## config.mk

```make
export PLATFORM = sky130hd
export DESIGN_NAME = falling_edge_event_source
export DESIGN_NICKNAME = d
export VERILOG_FILES = /design/src/rtl/falling_edge_event_source.sv
export SDC_FILE = /design/constraint.sdc
export NUM_CORES = 1
export LEC_CHECK = 0
export CAP_MARGIN = 20
export CORE_AREA = 2 2 39 41
export CTS_CLUSTER_SIZE = 25
export DETAILED_ROUTE_END_ITERATION = 10
export DIE_AREA = 0 0 41 43
export PLACE_DENSITY = 0.66
export SLEW_MARGIN = 10
export SYNTH_ARGS = -nofsm -noshare
export SYNTH_HDL_FRONTEND = slang
export SYNTH_SLANG_ARGS = --single-unit
```

## constraint.sdc

```tcl
create_clock -name srcclk -period 1.95 [get_ports srcclk]
set_clock_uncertainty 0.2 [all_clocks]
set_input_delay 0.4875 -clock srcclk [delete_from_list [all_inputs] [get_ports srcclk]]
set_output_delay 0.4875 -clock srcclk [all_outputs]
set_load 0.05 [all_outputs]
```

## src/rtl/falling_edge_event_source.sv

```systemverilog
// falling_edge_event_source
//   Source side of a falling-edge event crossing. Each accepted srcpulse is
//   delivered as one high-then-low excursion of srcdata. The destination
//   echoes its resynchronized level back on dstack, which closes a
//   four-phase handshake. Events that arrive while a handshake is in flight
//   are queued in a saturating counter.
//
// Ports
//   srcclk    in   source clock (rising edge)
//   srcreset  in   asynchronous active-high reset
//   srcpulse  in   event request, one event per cycle high
//   dstack    in   level echoed from the destination (asynchronous)
//   srcdata   out  registered handshake level
//   busy      out  handshake in flight or events queued
//   pending   out  queued events not yet started
//   overflow  out  one-cycle pulse when an event is dropped
//   timeout   out  one-cycle pulse when a handshake is aborted
module falling_edge_event_source #(
    parameter int CNT_WIDTH = 4,
    parameter int TIMEOUT   = 0,
    parameter int TO_WIDTH  = 16
) (
    input  logic                 srcclk,
    input  logic                 srcreset,
    input  logic                 srcpulse,
    input  logic                 dstack,
    output logic                 srcdata,
    output logic                 busy,
    output logic [CNT_WIDTH-1:0] pending,
    output logic                 overflow,
    output logic                 timeout
);

    typedef enum logic [1:0] {IDLE, RISE, FALL} state_t;

    localparam logic [CNT_WIDTH-1:0] PEND_MAX = '1;
    localparam bit                   TO_EN    = (TIMEOUT > 0);
    // Abort on the edge where the cycle count in RISE/FALL reaches TIMEOUT.
    localparam logic [TO_WIDTH-1:0]  TO_LAST  = TO_EN ? TO_WIDTH'(TIMEOUT - 1) : '0;

    state_t                state, state_nxt;
    logic                  ack_s1, ack_s2;
    logic                  srcdata_nxt, overflow_nxt, timeout_nxt;
    logic [CNT_WIDTH-1:0]  pending_nxt;
    logic [TO_WIDTH-1:0]   to_cnt, to_cnt_nxt;
    logic                  take, inc, dec, expired;

    always_ff @(posedge srcclk or posedge srcreset) begin
        if (srcreset) begin
            state    <= IDLE;
            ack_s1   <= 1'b0;
            ack_s2   <= 1'b0;
            srcdata  <= 1'b0;
            pending  <= '0;
            overflow <= 1'b0;
            timeout  <= 1'b0;
            to_cnt   <= '0;
        end else begin
            state    <= state_nxt;
            ack_s1   <= dstack;
            ack_s2   <= ack_s1;
            srcdata  <= srcdata_nxt;
            pending  <= pending_nxt;
            overflow <= overflow_nxt;
            timeout  <= timeout_nxt;
            to_cnt   <= to_cnt_nxt;
        end
    end

    always_comb begin
        state_nxt    = state;
        srcdata_nxt  = srcdata;
        overflow_nxt = 1'b0;
        timeout_nxt  = 1'b0;
        take         = 1'b0;
        expired      = TO_EN && (to_cnt == TO_LAST);

        case (state)
            IDLE: begin
                // ack_s2 is deliberately ignored here.
                if (srcpulse || (pending != '0)) begin
                    state_nxt   = RISE;
                    srcdata_nxt = 1'b1;
                    take        = 1'b1;
                end
            end
            RISE: begin
                // A real acknowledge wins over a same-cycle expiry.
                if (ack_s2) begin
                    state_nxt   = FALL;
                    srcdata_nxt = 1'b0;
                end else if (expired) begin
                    state_nxt   = IDLE;
                    srcdata_nxt = 1'b0;
                    timeout_nxt = 1'b1;
                end
            end
            FALL: begin
                if (!ack_s2) begin
                    state_nxt = IDLE;
                end else if (expired) begin
                    state_nxt   = IDLE;
                    timeout_nxt = 1'b1;
                end
            end
            default: begin
                state_nxt   = IDLE;
                srcdata_nxt = 1'b0;
            end
        endcase

        // The queue head is served first; a fresh pulse is consumed directly
        // only when nothing is queued.
        dec = take && (pending != '0);
        inc = srcpulse && !(take && (pending == '0));

        pending_nxt = pending;
        if (inc && !dec) begin
            if (pending == PEND_MAX) overflow_nxt = 1'b1;
            else                     pending_nxt  = pending + 1'b1;
        end else if (dec && !inc) begin
            pending_nxt = pending - 1'b1;
        end

        if (!TO_EN || (state_nxt != state) || (state == IDLE))
            to_cnt_nxt = '0;
        else
            to_cnt_nxt = to_cnt + 1'b1;
    end

    assign busy = (state != IDLE) || (pending != '0);

endmodule
```

; ---- Yosys cells after proc, flatten, opt, wreduce, memory -nomap -nowiden
; Cells that the tools add are included.
[totals]
in_bits = 4
output_inout_bits = 8
reg_bits = 10
[classes]
eq_ne = 7
mux = 14
n_reduce_logical = 18
add_sub_neg = 2
bitwise = 1
[ops]
columns = operator, n
row1 = $mux W4, 3
row2 = $ne A2 B2 Y1 const B, 4
row3 = $mux W1, 6
row4 = $mux W2, 3
row5 = $pmux W2 S3, 1
row6 = $reduce_and A3 Y1, 2
row7 = $logic_and A1 B1 Y1, 5
row8 = $add A4 B1 Y4 const B, 1
row9 = $eq A4 B4 Y1 const B, 1
row10 = $logic_not A4 Y1, 1
row11 = $reduce_bool A2 Y1, 2
row12 = $reduce_bool A4 Y1, 1
row13 = $sub A4 B1 Y4 const B, 1
row14 = $logic_not A1 Y1, 3
row15 = $pmux W1 S3, 1
row16 = $eq A2 B1 Y1 const B, 1
row17 = $eq A2 B2 Y1 const B, 1
row18 = $logic_not A2 Y1, 1
row19 = $logic_or A1 B1 Y1, 2
row20 = $reduce_and A2 Y1, 1
row21 = $not A1 Y1, 1

; ---- Logic depth before layout (Yosys ltp)
; Gate-level depths: netlist of the first run.
[depth]
depth_word = 11
mapped_depth = 8
depth_no_buf = 7

; ---- Worst setup path after synthesis of the first run
; Ideal clock, no wire load.
[synth_timing]
kind = register -> output
start = reg pending[0]
end = out busy
stages_incl_launch_ff = 3
arrival_ns = 1.433
path_buffers = 0
required_time_ns = 1.262
setup_slack_ns = -0.170
cell_sequence = dfrtp_1 -> nor4_1 -> nand2_1
[synth_via]
elab_chain_len = 2
[synth_rtl]
columns = item, line_no
row1 = start: declaration, 29  ; output logic [CNT_WIDTH-1:0] pending,
row2 = start signal: assignment, 63  ; pending <= pending_nxt;
row3 = $reduce_bool A4 Y1, 131  ; assign busy = (state != IDLE) || (pending != '0);
row4 = $logic_or A1 B1 Y1, 131
row5 = end: declaration, 28  ; output logic busy,
; No other way between the ends.

; ---- Worst setup path in the final report of the first run
[layout_timing]
start = reg state[1]
end = reg pending[3]
[layout_via]
elab_chain_len = 9
[layout_rtl]
columns = item, line_no
row1 = start: declaration, 41  ; state_t state, state_nxt;
row2 = start signal: assignment, 59  ; state <= state_nxt;
row3 = $logic_not A2 Y1 *, 78  ; case (state)
row4 = $mux W1 *, 78
row5 = $logic_and A1 B1 Y1, 115  ; inc = srcpulse && !(take && (pending == '0));
row6 = $logic_not A1 Y1, 115
row7 = $logic_and A1 B1 Y1, 115
row8 = $logic_not A1 Y1, 121  ; end else if (dec && !inc) begin
row9 = $logic_and A1 B1 Y1, 121
row10 = $reduce_bool A2 Y1 (no line), n/a
row11 = $reduce_and A2 Y1 (no line), n/a
; Mark *: on every way between the ends. The rest lies on a longest branch, timed or not.
; A chain may end at the register's enable or synchronous reset.

==> results.yml, run 1 <==
worst_setup_path:
  critical_path_required_ps: 1930
  crit_fanout: 2
  critical_path.slowest_cell: "dfrtp_1"
  path_class: "reg2reg"
  crit_chain: "or2_4 > nand2_4 > ha_4 > a21o_1 > a21oi_2 > mux2i_1 > xor2_1"
  path_delay_family: "flip-flops"
  cp-end-kind: "register"
  cp_slowest_stage_delay_ps: 380
  critPathArrivalTime_ps: 1900
  cp_num_buf_inv: 0
  critPathLaunchType: "register"
floorplanning:
  start_util_pct: 36.8
  io_pins: 12
  rows: 14
  die_area_um2: 1760
  core-area_um2: 1380
  chipWidth_um: 41
  die_height_um: 43
drt:
  drcViolationCount: 0
  ant_nets: 0
  wirelength_um: 1050
  via_count: 413
  via_per_inst: 4.64
  wl_per_cell_um: 11.7
  drtIter0Drc: 6
  drtPass1Iterations: 3
layout:
  multi_input_area_um2: 309
  drive_gt1_share_pct: 50.7
  nFillCells: 105
  num-nets-final: 81
  mostFrequentLayoutCells: "buf_4 (14), dfrtp_1 (7), buf_12 (5)"
  register_area_um2: 254
  layout_commonest_cell: "buf_4"
  syn_to_final_growth_pct: 70.5
  final_core_util_pct: 62.7
  diodes: 0
clock_tree:
  cts_sinks: 10
  clk_pin_slew_ps: 70
  numCtsBuffers: 3
  cts_tree: "built"
  cts_root_buf: "clkbuf_4"
  htree_levels: 1
  clockBufferDepth: 2
  clock_latency_ps: 260
grt:
  grt_antenna_before_repair: 0
  grt_max_degree: 11
  grt_pass1_wl_um: 1790
  gr-total-overflow: 0
  first_global_vias: 398
  grt_use_total_pct: 15.1
placement:
  hpwl_um: 752
  gp_congestion: 0.724
  dp_slack_ps: -458
  numPortBuffers: 10
timing:
  worst_slack_ps: 32.4
  period_share_pct: 98.3
  max_freq_mhz: 521
  grt_setup_unrepaired: "true"
  fin_crit_ps: 1920
  timing.final.hold_violations: 0
  setup_viol: 0
  maxSlewViolCount: 0
pwr:
  leakagePower_nw: 0.396
  pwr_density_cell_nw_per_um2: 2070
  power.total_w: 0.00180
  ir_drop_v: 0.000837
yosys:
  yosysWarnings: 0
  seq_area_frac_synth_pct: 49.1
  synth_nets: 55
  postSynthCellCount: 48
  synth-seq-cells: 10
  yosysUniqueCellTypes: 29
  avgSynthCellArea_um2: 10.6
  synth.cell_area_um2: 509
job:
  cap_violations: 0
min_path:
  hp-class: "reg2reg"
run_status:
  status: "completed"
power by group:
part | internal (W) | switching [W] | leakage [nW]
registers | 0.000297 | 0.0000836 | 0.116
clock network | 0.000113 | 0.0000693 | 0.0210
logic | 0.000631 | 0.000602 | 0.259
state kept, by name (all words and copies together), names as in the netlist:
name and count:
pending 4, state 2, ack_s1 1, ack_s2 1, overflow 1, srcdata 1
layer usage:
metal / wire (um) / track usage, % / up-vias
li1: - / - / 217
met1: 478 / 22.0 / 185
met2: 509 / 21.3 / 9
met3: 41 / 3.14 / 2
met4: 15 / 6.00 / 0
met5: 0 / 0 / -
path summary, 6_finish.rpt:
kind / cells past startpoint / slack (ps) / startpoint / endpoint
hold reg to reg: 0 / 160 / ack_s1$_DFF_PP0_ / ack_s2$_DFF_PP0_
max in group asynchronous: 2 / 970 / srcreset / pending[2]$_DFFE_PP0P_
setup / recovery: 7 / 30 / state[1]$_DFFE_PP0P_ / pending[3]$_DFFE_PP0P_
setup reg to reg: 7 / 30 / state[1]$_DFFE_PP0P_ / pending[3]$_DFFE_PP0P_
hold / removal: 0 / 160 / ack_s1$_DFF_PP0_ / ack_s2$_DFF_PP0_
min in group asynchronous: 2 / 290 / srcreset / ack_s1$_DFF_PP0_
through the flow:
stage                     TNS, ps  cell area, um2  hold slack (ps)  std cells
after global placement      -1300             752              134         81
after CTS                       0             845              161         88
after global routing         -125             868              175         89
after floorplan             -5.49             547              128         48
after detailed placement    -1300             752              143         81
final                           0             868              160         89
cell type report:
cell class | instances | area share, %
multi-input cells | 35 | 35.6
flip-flops and latches | 10 | 29.3
repair buffers | 23 | 28.2
clock buffers | 4 | 4.18
well taps | 16 | 2.31
inverters | 1 | 0.432
worst register-to-register path, stage by stage, from the launching register on:
cell,delay (ps)
dfrtp_1,380
or2_4,270
nand2_4,100
ha_4,190
a21o_1,160
a21oi_2,130
mux2i_1,250
xor2_1,160
repair_timing:
item                                    CTS  global route
pin swaps                                 2             5
hold buffers                              0             0
setup buffers                             3             1
resized for setup                         8             1
endpoints found under the setup margin    4             2
gates cloned                              0             0
endpoints found under the hold margin     0             0
synthesized netlist by cell type (all sizes together):
master  instances  area (um2)
nor4            1        6.26
nand4           1        6.26
a211oi          1        7.51
a21o            1        7.51
inv             1        3.75
or3             1        6.26
o21ai           2        10.0
buf             2        12.5
dfrtp          10         250
or2             1        6.26
xor2            3        26.3
conb            1        3.75
nor3            1        5.00
nand3           1        5.00
o31ai           1        7.51
a31oi           1        6.26
ha              2        25.0
xnor2           1        8.76
nor2            3        11.3
fa              1        20.0
nand2           6        22.5
and2            1        6.26
a21oi           1        5.00
mux2i           1        10.0
mux2            2        22.5
or4             1        7.51
cell families (layout without fill, tap and decap cells):
| group | count (synthesis) | after routing | share of synthesized area (%) |
|---|---|---|---|
| xor+xnor | 4 | 4 | 6.88 |
| mux | 3 | 3 | 6.39 |
| buf+inv | 3 | 28 | 3.19 |
| compound gates | 7 | 7 | 8.60 |
| fa+ha+maj | 3 | 3 | 8.84 |
| flops | 10 | 10 | 49.1 |
| simple gates | 17 | 17 | 16.2 |
| other cells | 1 | 1 | 0.736 |
Note: power is estimated with default switching activity, not from simulation.
==> run 2, diff against run 1 <==
--- a/config.mk
+++ b/config.mk
@@ -12,6 +12,7 @@
 export DIE_AREA = 0 0 41 43
 export PLACE_DENSITY = 0.66
-export SLEW_MARGIN = 10
+export SLEW_MARGIN = 20
 export SYNTH_ARGS = -nofsm -noshare
 export SYNTH_HDL_FRONTEND = slang
 export SYNTH_SLANG_ARGS = --single-unit
+export TNS_END_PERCENT = 30
--- a/constraint.sdc
+++ b/constraint.sdc
@@ -3,3 +3,3 @@
 set_input_delay 0.4875 -clock srcclk [delete_from_list [all_inputs] [get_ports srcclk]]
 set_output_delay 0.4875 -clock srcclk [all_outputs]
-set_load 0.05 [all_outputs]
+set_load 0.02 [all_outputs]
==> run 2 against run 1 <==
Against the previous run: combinational power decreased by 23%; clock power hardly changed; die area unchanged; utilization shrank 5.1 points; flip-flop and latch count did not move; sequential share of layout area grew 2.1 points; worst setup slack worse by 4.5 ps; critical path depth decreased by 4; via count up 5.6%; worst hold slack got worse by 10 ps; wire length rose by 3.7%; register-to-register slack about the same; critical endpoint is now busy; largest cell class unchanged; largest power group unchanged; highest routed layer unchanged.
==> results.yml, run 2 (synthesis results as in run 1) <==
grt:
  first_global_vias: 402
  grt_max_degree: 11
  grt_use_total_pct: 14.5
  grt_pass1_wl_um: 1680
  grt_antenna_before_repair: 0
  gr-total-overflow: 0
placement:
  hpwl_um: 758
  numPortBuffers: 10
  place_area_um2: 716
  gp_congestion: 0.790
  dp_slack_ps: -450
worst_setup_path:
  crit_fanout: 2
  critical_path_required_ps: 1260
  critPathLaunchType: "register"
  crit_start: "pending[2]$_DFFE_PP0P_"
  path_class: "reg2out"
  cp-end-kind: "primary output"
  critPathArrivalTime_ps: 1230
  reg2reg_from: "state[0]$_DFFE_PP0P_"
pwr:
  leakagePower_nw: 0.374
  ir_drop_v: 0.000758
  pwr_density_cell_nw_per_um2: 1870
floorplanning:
  core-area_um2: 1380
  io_pins: 12
  start_util_pct: 36.8
  rows: 14
  die_area_um2: 1760
  die_height_um: 43
  chipWidth_um: 41
clock_tree:
  cts_root_buf: "clkbuf_4"
  clockBufferDepth: 2
  cts_sinks: 10
  htree_levels: 1
  clk_pin_slew_ps: 60
  ctsHoldBuffers: 0
  clock_latency_ps: 260
  cts_tree: "built"
  numCtsBuffers: 3
timing:
  grt_setup_unrepaired: "true"
  setup_viol: 0
  fin_crit_ps: 1920
  worst_slack_ps: 27.9
  maxSlewViolCount: 0
  max_freq_mhz: 520
  period_share_pct: 98.6
  timing.final.hold_violations: 0
layout:
  mostFrequentLayoutCells: "buf_4 (12), dfrtp_1 (10), nand2_1 (5), dlygate4sd2_1 (5)"
  syn_to_final_growth_pct: 56.8
  drive_gt1_share_pct: 36.1
  nFillCells: 122
  largest-register: "pending"
  diodes: 0
  largestRegisters: "pending (4), state (2)"
  layout_commonest_cell: "buf_4"
  num-nets-final: 80
  final_cell_area_um2: 798
  largest_reg_flops: 4
drt:
  via_count: 436
  drcViolationCount: 0
  via_per_inst: 4.95
  wl_per_cell_um: 12.3
  drtPass1Iterations: 4
  ant_nets: 0
  drtIter0Drc: 3
  wirelength_um: 1080
job:
  cap_violations: 0
min_path:
  worstHoldStart: "ack_s1$_DFF_PP0_"
  hp-class: "reg2reg"
run_status:
  status: "completed"
-- run 2: cell count changes in the layout (fill, tap and decap cells not counted), sizes merged --
| cell | previous run | this run |
|---|---|---|
| dlygate4sd2 | 1 | 5 |
| clkdlybuf4s50 | 2 | 3 |
| buf | 20 | 12 |
| dlymetal6s2s | 0 | 1 |
| clkbuf | 4 | 5 |
-- run 2: worst max-delay path, cell delays in order, from the launching register on --
cell and delay, ps:
dfrtp_1 410, nor4_4 310, nand2_1 90, clkbuf_2 160
-- run 2: final cells by class --
cell class              count  area (um2)  area share, %
inverters                   1        3.75          0.470
clock buffers               4        36.3           4.55
flip-flops and latches     10         250           31.3
well taps                  16        20.0           2.51
repair buffers             22         181           22.7
multi-input cells          35         307           38.4
-- run 2: power breakdown --
part | switching, W | internal, W | total [W]
Combinational | 0.000461 | 0.000489 | 0.000949
Sequential | 0.0000664 | 0.000291 | 0.000357
Clock | 0.0000701 | 0.000113 | 0.000184
Total | 0.000597 | 0.000893 | 0.00149
-- run 2: path summary, 6_finish.rpt --
| check | end | slack, ps | depth (start not counted) |
|---|---|---|---|
| max in group asynchronous | overflow$_DFF_PP0_ | 990 | 2 |
| worst max-delay path | busy | 30 | 3 |
| min in group asynchronous | state[0]$_DFFE_PP0P_ | 290 | 2 |
| worst min-delay path | ack_s2$_DFF_PP0_ | 150 | 0 |
| worst min register to register | ack_s2$_DFF_PP0_ | 150 | 0 |
| worst max register to register | pending[3]$_DFFE_PP0P_ | 40 | 7 |
-- run 2: timing repair --
action / 4_1_cts / 5_1_grt
gates resized for setup: 11 / 5
setup endpoints to repair: 8 / 4
hold endpoints to repair: 0 / 0
buffers inserted: 0 / 2
pin swaps: 1 / 1
-- run 2: metal layers --
metal  wire, um  share of wire (%)  up-vias  global-route usage (%)
met5          0                  0        -                       0
met4          9               0.83        0                    10.0
met3         58                5.4        2                    3.14
met2        513                 47       12                    20.3
met1        503                 46      208                    19.1
li1           -                  -      214                       -
-- run 2: stage by stage --
stage               TNS, ps  util, %  hold slack [ps]  total power (W)  std cells
global placement      -1430     51.7              134          0.00118         82
finish                    0     57.7              150          0.00149         88
detailed placement    -1430     51.7              138          0.00120         82
floorplan                 0        -              128         0.000859         48
CTS                    -168     55.9              153          0.00144         86
global route          -62.5     57.7              173          0.00160         88
